--- src/rtl/serdes_lb_pkg.sv ---
`default_nettype none
// ============================================================================
// serdes_lb_pkg : K-codes, checker states and frame word formatter.  Rev 1.0
// ============================================================================
package serdes_lb_pkg;

   localparam logic [7:0] K28_0 = 8'h1C;
   localparam logic [7:0] K28_1 = 8'h3C;
   localparam logic [7:0] K28_2 = 8'h5C;
   localparam logic [7:0] K28_3 = 8'h7C;
   localparam logic [7:0] K28_4 = 8'h9C;
   localparam logic [7:0] K28_5 = 8'hBC;
   localparam logic [7:0] K28_6 = 8'hDC;
   localparam logic [7:0] K28_7 = 8'hFC;
   localparam logic [7:0] K27_7 = 8'hFB;
   localparam logic [7:0] K29_7 = 8'hFD;
   localparam logic [7:0] K30_7 = 8'hFE;

   localparam logic [7:0] FILL_DEFAULT = 8'h4A;
   localparam int         MAX_NBYTES   = 8;

   typedef enum logic [1:0] {
      SEARCH = 2'd0,
      VERIFY = 2'd1,
      LOCKED = 2'd2
   } chk_state_e;

   // Returns {k[7:0], data[63:0]}; lanes at or above nbytes are zero.
   function automatic logic [71:0] frame_word(
      input logic [7:0] w,
      input logic [2:0] pos,
      input int         nbytes,
      input logic [7:0] kchar,
      input logic [7:0] fill
   );
      logic [63:0] v_data;
      logic [7:0]  v_k;
      v_data = '0;
      v_k    = '0;
      for (int i = 0; i < MAX_NBYTES; i++) begin
         if (i < nbytes) begin
            if (w == 8'd0) begin
               v_data[8*i +: 8] = (pos == 3'(i)) ? kchar : fill;
               v_k[i]           = (pos == 3'(i));
            end else begin
               v_data[8*i +: 8] = w + 8'(i);
            end
         end
      end
      return {v_k, v_data};
   endfunction

endpackage
`default_nettype wire

--- src/rtl/serdes_lb_patgen.sv ---
`default_nettype none
// ============================================================================
// serdes_lb_patgen : frame word counter plus word formatter.  Rev 1.0
// ============================================================================
module serdes_lb_patgen
   import serdes_lb_pkg::*;
#(
   parameter int         NBYTES = 8,
   parameter logic [7:0] KCHAR  = K28_5,
   parameter logic [7:0] FILL   = FILL_DEFAULT,
   parameter int         PERIOD = 16,
   parameter int         PW     = $clog2(NBYTES)
) (
   input  logic                clk,
   input  logic                rst_n,
   input  logic                i_clr,
   input  logic                i_load,
   input  logic [7:0]          i_load_w,
   input  logic                i_adv,
   input  logic                i_pos_ld,
   input  logic [PW-1:0]       i_pos,
   output logic [7:0]          o_w,
   output logic [8*NBYTES-1:0] o_data,
   output logic [NBYTES-1:0]   o_k
);

   logic [7:0]    r_w;
   logic [PW-1:0] r_pos;
   logic [PW-1:0] w_pos;
   logic [71:0]   w_fw;
   logic          w_unused;

   always_ff @(posedge clk or negedge rst_n) begin
      if (!rst_n) begin
         r_w   <= '0;
         r_pos <= '0;
      end else begin
         if (i_clr)
            r_w <= '0;
         else if (i_load)
            r_w <= i_load_w;
         else if (i_adv)
            r_w <= (r_w == 8'(PERIOD - 1)) ? 8'd0 : r_w + 8'd1;
         if (i_pos_ld)
            r_pos <= i_pos;
      end
   end

   // A position being loaded this cycle already applies to the word formatted now.
   assign w_pos  = i_pos_ld ? i_pos : r_pos;
   assign w_fw   = frame_word(r_w, 3'(w_pos), NBYTES, KCHAR, FILL);
   assign o_w    = r_w;
   assign o_data = w_fw[8*NBYTES-1:0];
   assign o_k    = w_fw[64 +: NBYTES];

   assign w_unused = ^w_fw;

endmodule
`default_nettype wire

--- config.mk ---
export PLATFORM = sky130hd
export DESIGN_NAME = serdes_lb_patgen
export DESIGN_NICKNAME = d
export VERILOG_FILES = /design/src/rtl/serdes_lb_pkg.sv /design/src/rtl/serdes_lb_patgen.sv
export SDC_FILE = /design/constraint.sdc
export NUM_CORES = 1
export LEC_CHECK = 0
export ABC_AREA = 1
export CAP_MARGIN = 10
export CORE_ASPECT_RATIO = 1.1
export CORE_MARGIN = 8
export CORE_UTILIZATION = 38
export CTS_BUF_LIST = sky130_fd_sc_hd__clkbuf_2
export DETAILED_ROUTE_END_ITERATION = 10
export HOLD_SLACK_MARGIN = 0.15
export PLACE_DENSITY = 0.9
export SLEW_MARGIN = 20
export SYNTH_ARGS = -nofsm -noshare
export SYNTH_HDL_FRONTEND = slang
export SYNTH_SLANG_ARGS = --single-unit
--- constraint.sdc ---
create_clock -name clk -period 2.3 [get_ports clk]
set_clock_uncertainty 0.2 [all_clocks]
set_input_delay 0.575 -clock clk [delete_from_list [all_inputs] [get_ports clk]]
set_output_delay 0.575 -clock clk [all_outputs]
set_load 0.01 [all_outputs]
==> run metrics, run 1 <==
WL met2=approximately 5700 um; VDD IR max=0.000268 V; Fmax=361 MHz; CP arrival=2000 ps; Avg WL per Cell=20.3 um; final WL=between 10,000 and 15,000 um; fillers=273; clock latency at the later pin of the worst-skew pair=300 ps; All-Layer GR Usage=23.3%; Max Buffers Root-to-Sink=2; vias in the first global route=2,982; GR Overflow Total=0; Post-synth ARST share=100%; Worst-Margin Slew=558 ps; DP HPWL=roughly 6100 um; Area Overhead vs Synth=110%; first-pass GRT wire length=~15,000 um; n_diodes=0; syn_nets=343; Comb power frac=79.3%; crit share post-route=120%; Critical Path End Type=primary output; IO Port Bufs=96; Syn Inst Count=316; Worst-path clk slew=150 ps; status=finished with violations; crit-path cells=inv_4 > ha_4 > nand2_4 > nor2_8 > clkinv_8 > buf_4 > o21ai_0 > nand2_1 > buf_2; M1 WL=4010 um; area leader, netlist=nand2_1; routability cong.=0.950; nets=514; # rows=27; initial antenna violation count=0; PD cells=430 mW/mm2; top cells by area, synth=nand2_1 (26%), dfrtp_1 (15%), xor2_1 (8.8%), ha_1 (6.6%), inv_1 (6.0%); Mapped Area=approximately 0.0019 mm2; failing checks=setup timing; ANT nets after route=0; Top Layer Used=met4; first drt pass iteration count=6; largest stage delay on the critical path=480 ps; vias post-DR=3,048; CTS Buf Count=3; Avg Inst Size Synth=5.98 um2; final hold violation count=0; cts hold-fix bufs=0; Initial Utilization=roughly 39%; Crit-path slowest cell=dfrtp_2; RSZ-0062 raised after global routing=yes; root buf cell=clkbuf_2; Die Height=roughly 90 um; Hold WC Path Type=primary input to async pin; Critical Path Source Type=flop; dominant synthesized flop cell=dfrtp_1; Yosys top cell area share=26.0%; layout cell share with drive strength beyond 1=61.7%; DP Worst Slack=-1010 ps; Synth cell types=31; clock sinks=11; Net Sw Frac=a little under half; Synth Register Bits=11; Post-synth EDFFs=0; CTS tree=done; P_sw=0.000815 W; CP Data Required Time=1520 ps; DRT iter0 DRCs=179; clock power share=roughly 7.6%; worst setup margin=-471 ps; DRC Markers=0; CTS H-tree depth=1; Tmin final=~2800 ps; Flop pwr share=13.1%; pin count of the biggest net entering global routing=14; Setup Crit Path Kind=flop to primary output; Synth Warn #=0; setup violators final=72; CP delay by family, top=buffers and inverters; Die ar.=0.00749 mm2; chip width=83.2 um; slew margin rel.=between 60% and 70%; core area=between 0.004 and 0.005 mm2; Worst Hold Slack=412 ps; Pleak=roughly 2.1 nW; P_int=0.000889 W; Critical path buffers and inverters=4; most common cell in the netlist=nand2_1; IO Pins=97; met3 wire len=814 um; crit-path max FO=10; count of pins over their slew limit=0; Setup TNS Final=-21,780 ps; Max Cap Viol=0; register area share after synthesis=14.6%; vias per cell=between 5 and 6; most instantiated cells after synthesis=nand2_1 (131), inv_1 (30), o21ai_0 (21)
==> registers in the layout, indices dropped and copies added (netlist names) <==
| signal | cells |
|---|---|
| o_w | 8 |
| r_pos | 3 |
==> metrics by stage <==
stage | util (%) | area, um2 | cells | power [W]
after detailed placement | 65.2 | 3200 | 504 | 0.00126
after CTS | 74.0 | 3620 | 537 | 0.00149
after global routing | 81.0 | 3970 | 544 | 0.00177
after global placement | 65.2 | 3200 | 504 | 0.00124
final | 81.0 | 3970 | 544 | 0.00170
after floorplan | - | 1920 | 316 | 0.000706
==> routing by layer <==
layer | vias up | global-route usage [%]
li1 | 1311 | -
met1 | 1465 | 22.9
met2 | 215 | 42.4
met3 | 57 | 6.14
met4 | 0 | 14.1
met5 | - | 0
==> final cells by class <==
class	instances	area [um2]	share of cell area, %
sequential	11	278	7.00
tap	58	72.6	1.83
inverter	38	170	4.29
timing repair buffer	182	1580	39.9
clock buffer	4	20.0	0.505
multi-input combinational	251	1840	46.4
==> power by group through the flow <==
stage / Clock [W] / Sequential [W] / Combinational [W]
5_1_grt: 0.000136 / 0.000224 / 0.00141
6_report: 0.000129 / 0.000223 / 0.00135
4_1_cts: 0.000117 / 0.000219 / 0.00115
2_1_floorplan: 0 / 0.000228 / 0.000478
3_3_place_gp: 0 / 0.000221 / 0.00102
3_5_place_dp: 0 / 0.000222 / 0.00104
==> worst reg2reg max path: stages (launching register included) <==
cell,delay (ps)
dfrtp_2,480
buf_4,170
ha_4,170
buf_4,170
nand2_2,100
nand3b_1,160
nand2_1,140
o21ai_0,260
nand2_1,90
nand2_1,60
==> cell families (layout without fill, tap and decap cells) <==
family                   Yosys count  in the layout  synth area share, %
AND/OR/NAND/NOR                  190            191                 46.5
AO/OA/AOI/OAI                     30             30                 8.87
buffers and inverters             55            224                 14.2
adder cells (fa/ha/maj)           10             10                 6.62
flip-flops                        11             11                 14.6
XOR/XNOR                          20             20                 9.27
==> layout by cell type (no fill, tap or decap), types with 2 or more instances in the layout <==
master,instances
buf_6,53
nand3_1,9
buf_4,64
o21ai_1,2
inv_1,16
buf_2,36
nand2_1,82
clkbuf_2,4
inv_2,15
dfrtp_1,9
buf_8,3
ha_4,7
a21oi_1,2
xor2_2,7
xor2_1,12
dlygate4sd2_1,2
buf_12,2
dfrtp_2,2
nand2_2,41
nor2_1,11
nand3_2,7
nand3_4,8
nor2_2,5
ha_1,2
nor2_4,7
nor3_1,4
o21ai_2,13
o21ai_0,10
clkdlybuf4s50_1,19
o21ai_4,2
nand2_4,12
inv_4,6
==> final timing paths <==
kind                          start  cells after the start  slack (ps)         end
setup reg to reg             o_w[2]                      9         260      o_w[1]
setup / recovery             o_w[2]                      9        -470  o_data[36]
min in group clk           r_pos[1]                      3         490    r_pos[1]
hold / removal                rst_n                      1         410      o_w[6]
max in group asynchronous     rst_n                      1        1060      o_w[2]
hold reg to reg            r_pos[1]                      3         490    r_pos[1]
==> repair_timing <==
action,CTS,global route
setup endpoints to repair,72,74
cloned,2,0
pin swaps,33,16
buffers inserted,28,8
gates resized for setup,429,73
(Power assumes the default switching activity.)
==> run 2, diff against run 1 <==
- REMOVE_ABC_BUFFERS: not set -> 1
==> run metrics, run 2 (synthesis gave the netlist of run 1 again) <==
status=finished with violations; failing checks=setup timing; root buf cell=clkbuf_2; CTS Buf Count=3; Crit-path slowest cell=dfrtp_1; IO Pins=97; Pleak=2.18 nW; DRT iter0 DRCs=roughly 260; pin count of the biggest net entering global routing=13; Comb power frac=about four fifths; Fmax=358 MHz; max FFs per register=8; Critical Path Source Type=flop; Critical path buffers and inverters=4; All-Layer GR Usage=26.3%; Setup TNS Final=-26,330 ps; PD cells=429 mW/mm2; count of pins over their slew limit=0; CP delay by family, top=buffers and inverters; CTS tree=done; first drt pass iteration count=6; Critical Path End Type=primary output; Die ar.=0.00749 mm2; crit-path max FO=6; layout cell share with drive strength beyond 1=60.0%; Area Overhead vs Synth=116%; P_int=0.000911 W; vias in the first global route=3,342; largest stage delay on the critical path=between 400 and 500 ps; Worst-Margin Slew=556 ps; ANT nets after route=0; crit share post-route=121%; core area=approximately 0.0049 mm2; crit-path cells=inv_2 > ha_4 > nand2_4 > nor2_8 > buf_6 > buf_4 > nand3_4 > o21ai_2 > buf_2; clock latency at the later pin of the worst-skew pair=about 300 ps; final hold violation count=0; IO Port Bufs=96; CP Data Required Time=1520 ps; slew margin rel.=62.8%; Worst-path clk slew=140 ps; Max Cap Viol=0; DP HPWL=6320 um; clock sinks=11; routability cong.=0.951; GR Overflow Total=0; DRC Markers=0; vias per cell=5.85; Max Buffers Root-to-Sink=2; VDD IR max=0.000287 V; setup violators final=73; Flop pwr share=12.7%; initial antenna violation count=0; Avg WL per Cell=22.4 um; RSZ-0062 raised after global routing=yes; first-pass GRT wire length=around 16,000 um; n_diodes=0; P_sw=0.000838 W; clock power share=around 7.4%; final WL=12,500 um; most frequent cells in the layout=nand2_1 (87), buf_6 (62), buf_4 (59); Hold WC Path Type=primary input to async pin; vias post-DR=about 3,300; DP Worst Slack=-1010 ps; worst setup margin=-494 ps; Initial Utilization=38.6%; commonest non-fill, non-tap cell in the layout=nand2_1; Setup Crit Path Kind=flop to primary output; Tmin final=2790 ps; CTS H-tree depth=1; Die Height=90.0 um; CP arrival=2020 ps; # rows=27; Net Sw Frac=47.9%; nets=526; chip width=83.2 um
-- run 2: changes by cell type in the layout (fill, tap and decap cells not counted), sizes merged --
cell and delta:
buf +11, clkdlybuf4s50 -3, clkbuf +2, dlygate4sd2 +2, clkinvlp +1, inv -1
-- run 2: area by class of cell --
class / count / area, um2
Multi-Input combinational cell: 251 / 1840
Timing Repair Buffer: 194 / 1700
Fill cell: 252 / 820
Sequential cell: 11 / 275
Inverter: 38 / 168
Tap cell: 58 / 72.6
Clock buffer: 4 / 20.0
-- run 2: worst paths after layout --
kind	start	to	slack, ps	cells past startpoint
hold / removal	rst_n	o_w[6]	410	1
setup reg to reg	o_w[3]	o_w[6]	210	13
hold reg to reg	r_pos[1]	r_pos[1]	460	2
max in group asynchronous	rst_n	o_w[5]	1110	1
setup / recovery	o_w[2]	o_data[23]	-490	9
min in group clk	r_pos[1]	r_pos[1]	460	2
-- run 2: metal layers --
| metal | wire (um) | global-route usage (%) |
|---|---|---|
| met1 | 4200 | 23.0 |
| met2 | 6040 | 47.8 |
| met3 | 1080 | 7.22 |
| met4 | 1140 | 23.6 |
| met5 | 0 | 0 |
-- run 2: stage by stage --
step	area [um2]	util, %	hold slack [ps]	power, W	instances
4_1_cts	3790	77.4	418	0.00154	549
3_3_place_gp	3240	66.1	341	0.00129	508
2_1_floorplan	1770	-	79.4	0.000644	299
3_5_place_dp	3240	66.1	375	0.00131	508
6_report	4080	83.3	408	0.00175	556
5_1_grt	4080	83.3	469	0.00181	556
-- run 2: timing repair --
item                                    CTS  global route
pin swaps                                43            28
cloned                                    2             0
hold buffers                              0             0
endpoints found under the hold margin     0             0
setup buffers                            36             8
endpoints found under the setup margin   73            76
resized for setup                       447            68
-- run 2: power by group through the flow --
stage               combinational, W  clock, W  sequential (W)
floorplan                   0.000404         0        0.000240
global placement             0.00107         0        0.000220
detailed placement           0.00109         0        0.000221
CTS                          0.00120  0.000124        0.000219
global route                 0.00145  0.000135        0.000223
finish                       0.00140  0.000129        0.000222
